==> src/rtl/kbd_fifo_intf.sv <==
// PS/2 keyboard front end: decodes E0/F0/E1 scan sequences, tracks modifiers,
// and queues make events with a modifier snapshot in a first-word-fall-through FIFO.
module kbd_fifo_intf #(
  parameter int         DEPTH_LOG2    = 3,
  parameter logic [7:0] STOP_CODE     = 8'h07,
  parameter int         STOP_PULSE    = 256,
  parameter bit         PAUSE_IS_STOP = 1'b1,
  parameter bit         FILTER_REPEAT = 1'b1
) (
  input  logic                  mclk25,
  input  logic                  reset_in,
  input  logic [7:0]            scan_code,
  input  logic                  scan_dav,
  input  logic                  scan_err,
  input  logic                  read_kb,
  input  logic                  ovf_clr,
  output logic [7:0]            key_code,
  output logic                  key_ext,
  output logic                  key_shift,
  output logic                  key_ctrl,
  output logic                  key_alt,
  output logic                  kbd_available,
  output logic [DEPTH_LOG2:0]   fifo_level,
  output logic                  overflow,
  output logic                  shift,
  output logic                  ctrl,
  output logic                  alt,
  output logic                  key_down,
  output logic                  key_stop
);

  localparam int                DEPTH      = 1 << DEPTH_LOG2;
  localparam logic [DEPTH_LOG2:0] FULL_LEVEL = (DEPTH_LOG2 + 1)'(DEPTH);
  localparam logic [DEPTH_LOG2:0] ONE_LEVEL  = (DEPTH_LOG2 + 1)'(1);
  localparam logic [15:0]       STOP_LOAD  = 16'(STOP_PULSE);

  typedef enum logic [2:0] {S_IDLE, S_EXT, S_BRK, S_EXT_BRK, S_PAUSE} dec_state_t;

  dec_state_t              state;
  logic [2:0]              skip_cnt;
  logic [5:0]              mods;
  logic [8:0]              last_make;
  logic [15:0]             stop_cnt;
  logic [11:0]             mem [DEPTH];
  logic [11:0]             head;
  logic [DEPTH_LOG2-1:0]   wr_ptr, rd_ptr, rd_next;
  logic [DEPTH_LOG2:0]     count;

  logic        ev_make, ev_break, ev_ext, pause_done, is_prefix, is_mod;
  logic [5:0]  mod_sel;
  logic [8:0]  key_id;
  logic        repeat_hit, push_req, push_ok, pop, full, stop_trig;
  logic [11:0] push_data;

  // Classify the incoming byte as a make or break event given the prefix state.
  always_comb begin
    ev_make    = 1'b0;
    ev_break   = 1'b0;
    ev_ext     = 1'b0;
    pause_done = 1'b0;
    if (scan_dav && !scan_err) begin
      case (state)
        S_IDLE:    ev_make = !is_prefix;
        S_EXT:     begin ev_make = !is_prefix; ev_ext = 1'b1; end
        S_BRK:     ev_break = 1'b1;
        S_EXT_BRK: begin ev_break = 1'b1; ev_ext = 1'b1; end
        S_PAUSE:   pause_done = (skip_cnt == 3'd1);
        default:   ;
      endcase
    end
  end

  assign is_prefix  = (scan_code == 8'hE0) || (scan_code == 8'hF0) || (scan_code == 8'hE1);
  // Bit order: lshift, rshift, lctrl, rctrl, lalt, ralt.
  assign mod_sel[0] = !ev_ext && (scan_code == 8'h12);
  assign mod_sel[1] = !ev_ext && (scan_code == 8'h59);
  assign mod_sel[2] = !ev_ext && (scan_code == 8'h14);
  assign mod_sel[3] =  ev_ext && (scan_code == 8'h14);
  assign mod_sel[4] = !ev_ext && (scan_code == 8'h11);
  assign mod_sel[5] =  ev_ext && (scan_code == 8'h11);
  assign is_mod     = |mod_sel;

  assign shift = mods[0] | mods[1];
  assign ctrl  = mods[2] | mods[3];
  assign alt   = mods[4] | mods[5];

  assign key_id     = {ev_ext, scan_code};
  assign repeat_hit = FILTER_REPEAT && key_down && (key_id == last_make);
  assign push_req   = ev_make && !is_mod && !repeat_hit;
  assign stop_trig  = (push_req && !ev_ext && (scan_code == STOP_CODE)) ||
                      (pause_done && PAUSE_IS_STOP);
  assign push_data  = {scan_code, ev_ext, shift, ctrl, alt};

  assign full    = (count == FULL_LEVEL);
  assign pop     = read_kb && (count != '0);
  assign push_ok = push_req && (!full || pop);
  assign rd_next = rd_ptr + 1'b1;

  // Prefix decoder plus the modifier and held-key tracking it drives.
  always_ff @(posedge mclk25 or posedge reset_in) begin
    if (reset_in) begin
      state     <= S_IDLE;
      skip_cnt  <= '0;
      mods      <= '0;
      last_make <= '0;
      key_down  <= 1'b0;
    end else begin
      if (scan_err) begin
        state <= S_IDLE;
      end else if (scan_dav) begin
        case (state)
          S_IDLE: begin
            if (scan_code == 8'hE0)      state <= S_EXT;
            else if (scan_code == 8'hF0) state <= S_BRK;
            else if (scan_code == 8'hE1) begin
              state    <= S_PAUSE;
              skip_cnt <= 3'd7;
            end
          end
          S_EXT: begin
            if (scan_code == 8'hF0)                             state <= S_EXT_BRK;
            else if (scan_code != 8'hE0 && scan_code != 8'hE1)  state <= S_IDLE;
          end
          S_BRK, S_EXT_BRK: state <= S_IDLE;
          S_PAUSE: begin
            if (skip_cnt == 3'd1) state <= S_IDLE;
            skip_cnt <= skip_cnt - 3'd1;
          end
          default: state <= S_IDLE;
        endcase
      end
      if (ev_make && is_mod)  mods <= mods | mod_sel;
      if (ev_break && is_mod) mods <= mods & ~mod_sel;
      if (push_req) begin
        last_make <= key_id;
        key_down  <= 1'b1;
      end
      if (ev_break && !is_mod && (key_id == last_make)) key_down <= 1'b0;
    end
  end

  always_ff @(posedge mclk25 or posedge reset_in) begin
    if (reset_in)       stop_cnt <= '0;
    else if (stop_trig) stop_cnt <= STOP_LOAD;
    else if (stop_cnt != '0) stop_cnt <= stop_cnt - 16'd1;
  end

  assign key_stop = (stop_cnt != '0);

  always_ff @(posedge mclk25) begin
    if (push_ok) mem[wr_ptr] <= push_data;
  end

  // The head register is refreshed from storage, or straight from the push when
  // the entry being written becomes the new head, so it is valid one clock later.
  always_ff @(posedge mclk25 or posedge reset_in) begin
    if (reset_in) begin
      wr_ptr   <= '0;
      rd_ptr   <= '0;
      count    <= '0;
      head     <= '0;
      overflow <= 1'b0;
    end else begin
      if (push_ok) wr_ptr <= wr_ptr + 1'b1;
      if (pop)     rd_ptr <= rd_next;
      if (push_ok && !pop)      count <= count + 1'b1;
      else if (!push_ok && pop) count <= count - 1'b1;
      if (pop) begin
        if (count == ONE_LEVEL) begin
          if (push_ok) head <= push_data;
        end else begin
          head <= mem[rd_next];
        end
      end else if (count == '0 && push_ok) begin
        head <= push_data;
      end
      if (push_req && full && !pop) overflow <= 1'b1;
      else if (ovf_clr)             overflow <= 1'b0;
    end
  end

  assign {key_code, key_ext, key_shift, key_ctrl, key_alt} = head;
  assign kbd_available = (count != '0);
  assign fifo_level    = count;

endmodule

==> config.mk <==
export PLATFORM = sky130hd
export DESIGN_NAME = kbd_fifo_intf
export DESIGN_NICKNAME = d
export VERILOG_FILES = /design/src/rtl/kbd_fifo_intf.sv
export SDC_FILE = /design/constraint.sdc
export NUM_CORES = 1
export LEC_CHECK = 0
export ABC_AREA = 1
export CORE_ASPECT_RATIO = 1.1
export CORE_MARGIN = 2
export CORE_UTILIZATION = 45
export DETAILED_ROUTE_END_ITERATION = 8
export HOLD_SLACK_MARGIN = 0.06
export PLACE_DENSITY = 0.77
export SYNTH_ARGS = -nofsm -noshare
export SYNTH_HDL_FRONTEND = slang
export SYNTH_SLANG_ARGS = --single-unit
export TNS_END_PERCENT = 10
==> constraint.sdc <==
create_clock -name mclk25 -period 2.5 [get_ports mclk25]
set_input_delay 0.375 -clock mclk25 [delete_from_list [all_inputs] [get_ports mclk25]]
set_output_delay 0.375 -clock mclk25 [all_outputs]
set_load 0.03 [all_outputs]
==> qor.txt <==
Chip width: 126 um
# IOs: 37
Fmax: 418 MHz
Most common cell in the synthesized netlist: nand2_1
Via/cell ratio: 5.33
Mean Syn Cell Area: 9.95 um2
IO buf count: 36
Synth Warn #: 0
Pint: 0.00624 W
Worst path max stage delay: 0.44 ns
Worst path arrival time: 2.70 ns
Num CTS Buffers: 17
Combinational power share: 40.6%
Synthesized cell area: 7360 um2
Tcrit/Tclk final: 95.6%
Post-synth top area cell: edfxtp_1
Clock power frac: 24.5%
Bufs on Longest Clock Path: 2
Register share of total power: 34.8%
Total routed wirelength: 18000 um
Share of cells above drive strength 1: 20.0%
Final worst slack: 0.110 ns
Cell area power density: 1120 nW/um2
Worst Setup Start Kind: flop
CTS Sinks: 157
Starting Density: 45.5%
Die Y: 138 um
Setup CP Type: reg2reg
Max IR drop VDD: 0.000583 V
Max-capacitance violation count: 0
Headroom to the max-slew limit: 61.5%
DR pass1 iterations: 7
Core Rows: 49
Post-synth EDFFs: 96
Crit end category: flop
Slowest cell on the critical path: dfrtp_2
Top-area cell type share of the netlist area: 39.2%
Clk slew on worst S/H paths: 0.06 ns
# diodes: 0
Nets: 870
Final Instance Area: 9180 um2
Setup_tns: 0 ns
Fin crit period: 2.39 ns
Largest delay share family, worst path: simple AND/OR/NAND/NOR gates
Crit path max fanout: 6
Run status: finished clean
Switching Fraction: 39.2%
Flip-flop and latch area: 4410 um2
Final ANT Viol Nets: 0
Die area: 17400 um2
Total grt overflow: 0
Hold Fails Final Rpt: 0
Initial antenna violation count: 0
Total GRT Usage: 21.4%
Skew-Pair Late Insertion Delay: 0.43 ns
HPWL after DPL: 12400 um
Critical path required time: 2.81 ns
Setup-failing EPs final: 0
Pin count of the biggest net entering global routing: 50
Synth Flop Type: edfxtp_1
Vias in the first global route: 5434
Critical Path Source: state[2]
Synth cell types: 40
Root Driver: clkbuf_16
CP cell instances: nor2_4 > nand2_4 > nand3_2 > nand3_4 > nor2_8 > nand2_4 > nor2_8 > inv_2 > ha_4 > or2_2 > o32ai_1 > o21ai_1 > xor2_1
Switching pwr: 0.00402 W
Worst Clk Skew: 0.00931 ns
Asr flop ratio synth: 38.9%
CTS tree: done
Post-DP Area: 8550 um2
Pre-CTS WS: -0.495 ns
Filler cells: 1343
Vias: 5664
Drt drc: 0
WL per Instance: 17.0 um
Worst-Margin Slew: 0.577 ns
Global placer's final weighted congestion: 0.906
Layout overhead on the synthesized area: 24.7%
Commonest cells in the synthesized netlist: nand2_1 (129), nor2_1 (107), edfxtp_1 (96), o21ai_0 (72), dfrtp_1 (61)
Multi-input gate area: 2650 um2
1st-iter DRT viols: 555
Yosys reg bits: 157
Post-layout util: 56.7%
Synth area leaders: edfxtp_1 (39%), dfrtp_1 (21%), nand2_1 (6.6%), nor2_1 (5.5%), o21ai_0 (4.9%)
Static Leak: 3.83 nW
CTS H-tree lvls: 4
Core area: 16200 um2
Post-synthesis sequential area ratio: 59.9%
Buf/Inv on CP: 1
RR Startpoint: state[2]
Synthesized Nets: 764
# hold bufs at CTS: 0
Final slew viol count: 0
Synth Instances: 740
Hold Crit Class: in2async
Overall power: 0.0103 W
First-pass GRT wire length: 28600 um
==> metrics by stage <==
step                cells  hold WS [ns]
floorplan             740         0.434
global placement     1026         0.457
detailed placement   1026         0.465
CTS                  1057         0.258
global route         1062         0.279
finish               1062         0.248
==> path summary, 6_finish.rpt <==
| check | end | slack (ns) | depth (start not counted) |
|---|---|---|---|
| max | fifo_level[3] | 0.11 | 13 |
| min | overflow | 0.25 | 2 |
| max reg2reg | fifo_level[3] | 0.11 | 13 |
| min reg2reg | flop | 0.48 | 2 |
| max in group asynchronous | head[2] | 1.65 | 3 |
| min in group mclk25 | last_make[1] | 0.30 | 3 |
==> power groups by stage <==
stage	Sequential [W]	Clock, W	Combinational (W)
floorplan	0.00381	0	0.00244
global placement	0.00361	0	0.00397
detailed placement	0.00362	0	0.00409
CTS	0.00358	0.00255	0.00414
global route	0.00363	0.00267	0.00461
finish	0.00358	0.00252	0.00417
==> routing by layer <==
metal	part of all wire, %	track usage [%]	vias up
li1	-	-	2707
met1	40	26.6	2723
met2	50	34.9	197
met3	5.4	5.96	37
met4	3.7	9.49	0
met5	0	0	-
==> placed cells by master, fill, tap and decap left out, drive strengths merged, types with 10 or more instances in the layout <==
master         instances
nand3                 62
o211ai                17
ha                    10
o21ai                 74
xor2                  16
inv                   64
clkbuf                18
dfrtp                 61
clkdlybuf4s50         25
edfxtp                96
nand2                149
buf                   75
nor2                 122
==> cell families (layout without fill, tap and decap cells) <==
family	Yosys count	after routing	synth area share (%)
compound gates	107	107	8.19
xor+xnor	21	21	2.50
fa+ha+maj	10	10	1.70
buf+inv	85	203	4.74
flops	157	157	59.9
mux	1	1	0.136
simple gates	359	359	22.9
==> repair_timing <==
item	in CTS	in global routing
gates resized for setup	7	7
setup endpoints to repair	2	2
pin swaps	0	5
setup buffers	0	5
==> final cells by class <==
class	instances	share of cell area, %
flip-flops and latches	157	48.1
multi-input cells	498	28.9
well taps	204	2.78
clock inverters	13	1.54
clock buffers	18	4.68
repair buffers	111	11.6
inverters	61	2.49
==> sequential cells by signal, summed over array words and instances, names as in the netlist, 3 cells and up, named ones only <==
register    count
wr_ptr          3
head           12
skip_cnt        3
last_make       9
stop_cnt       16
rd_ptr          3
mem            96
state           3
fifo_level      4
Power figures use the tool's default switching activity.
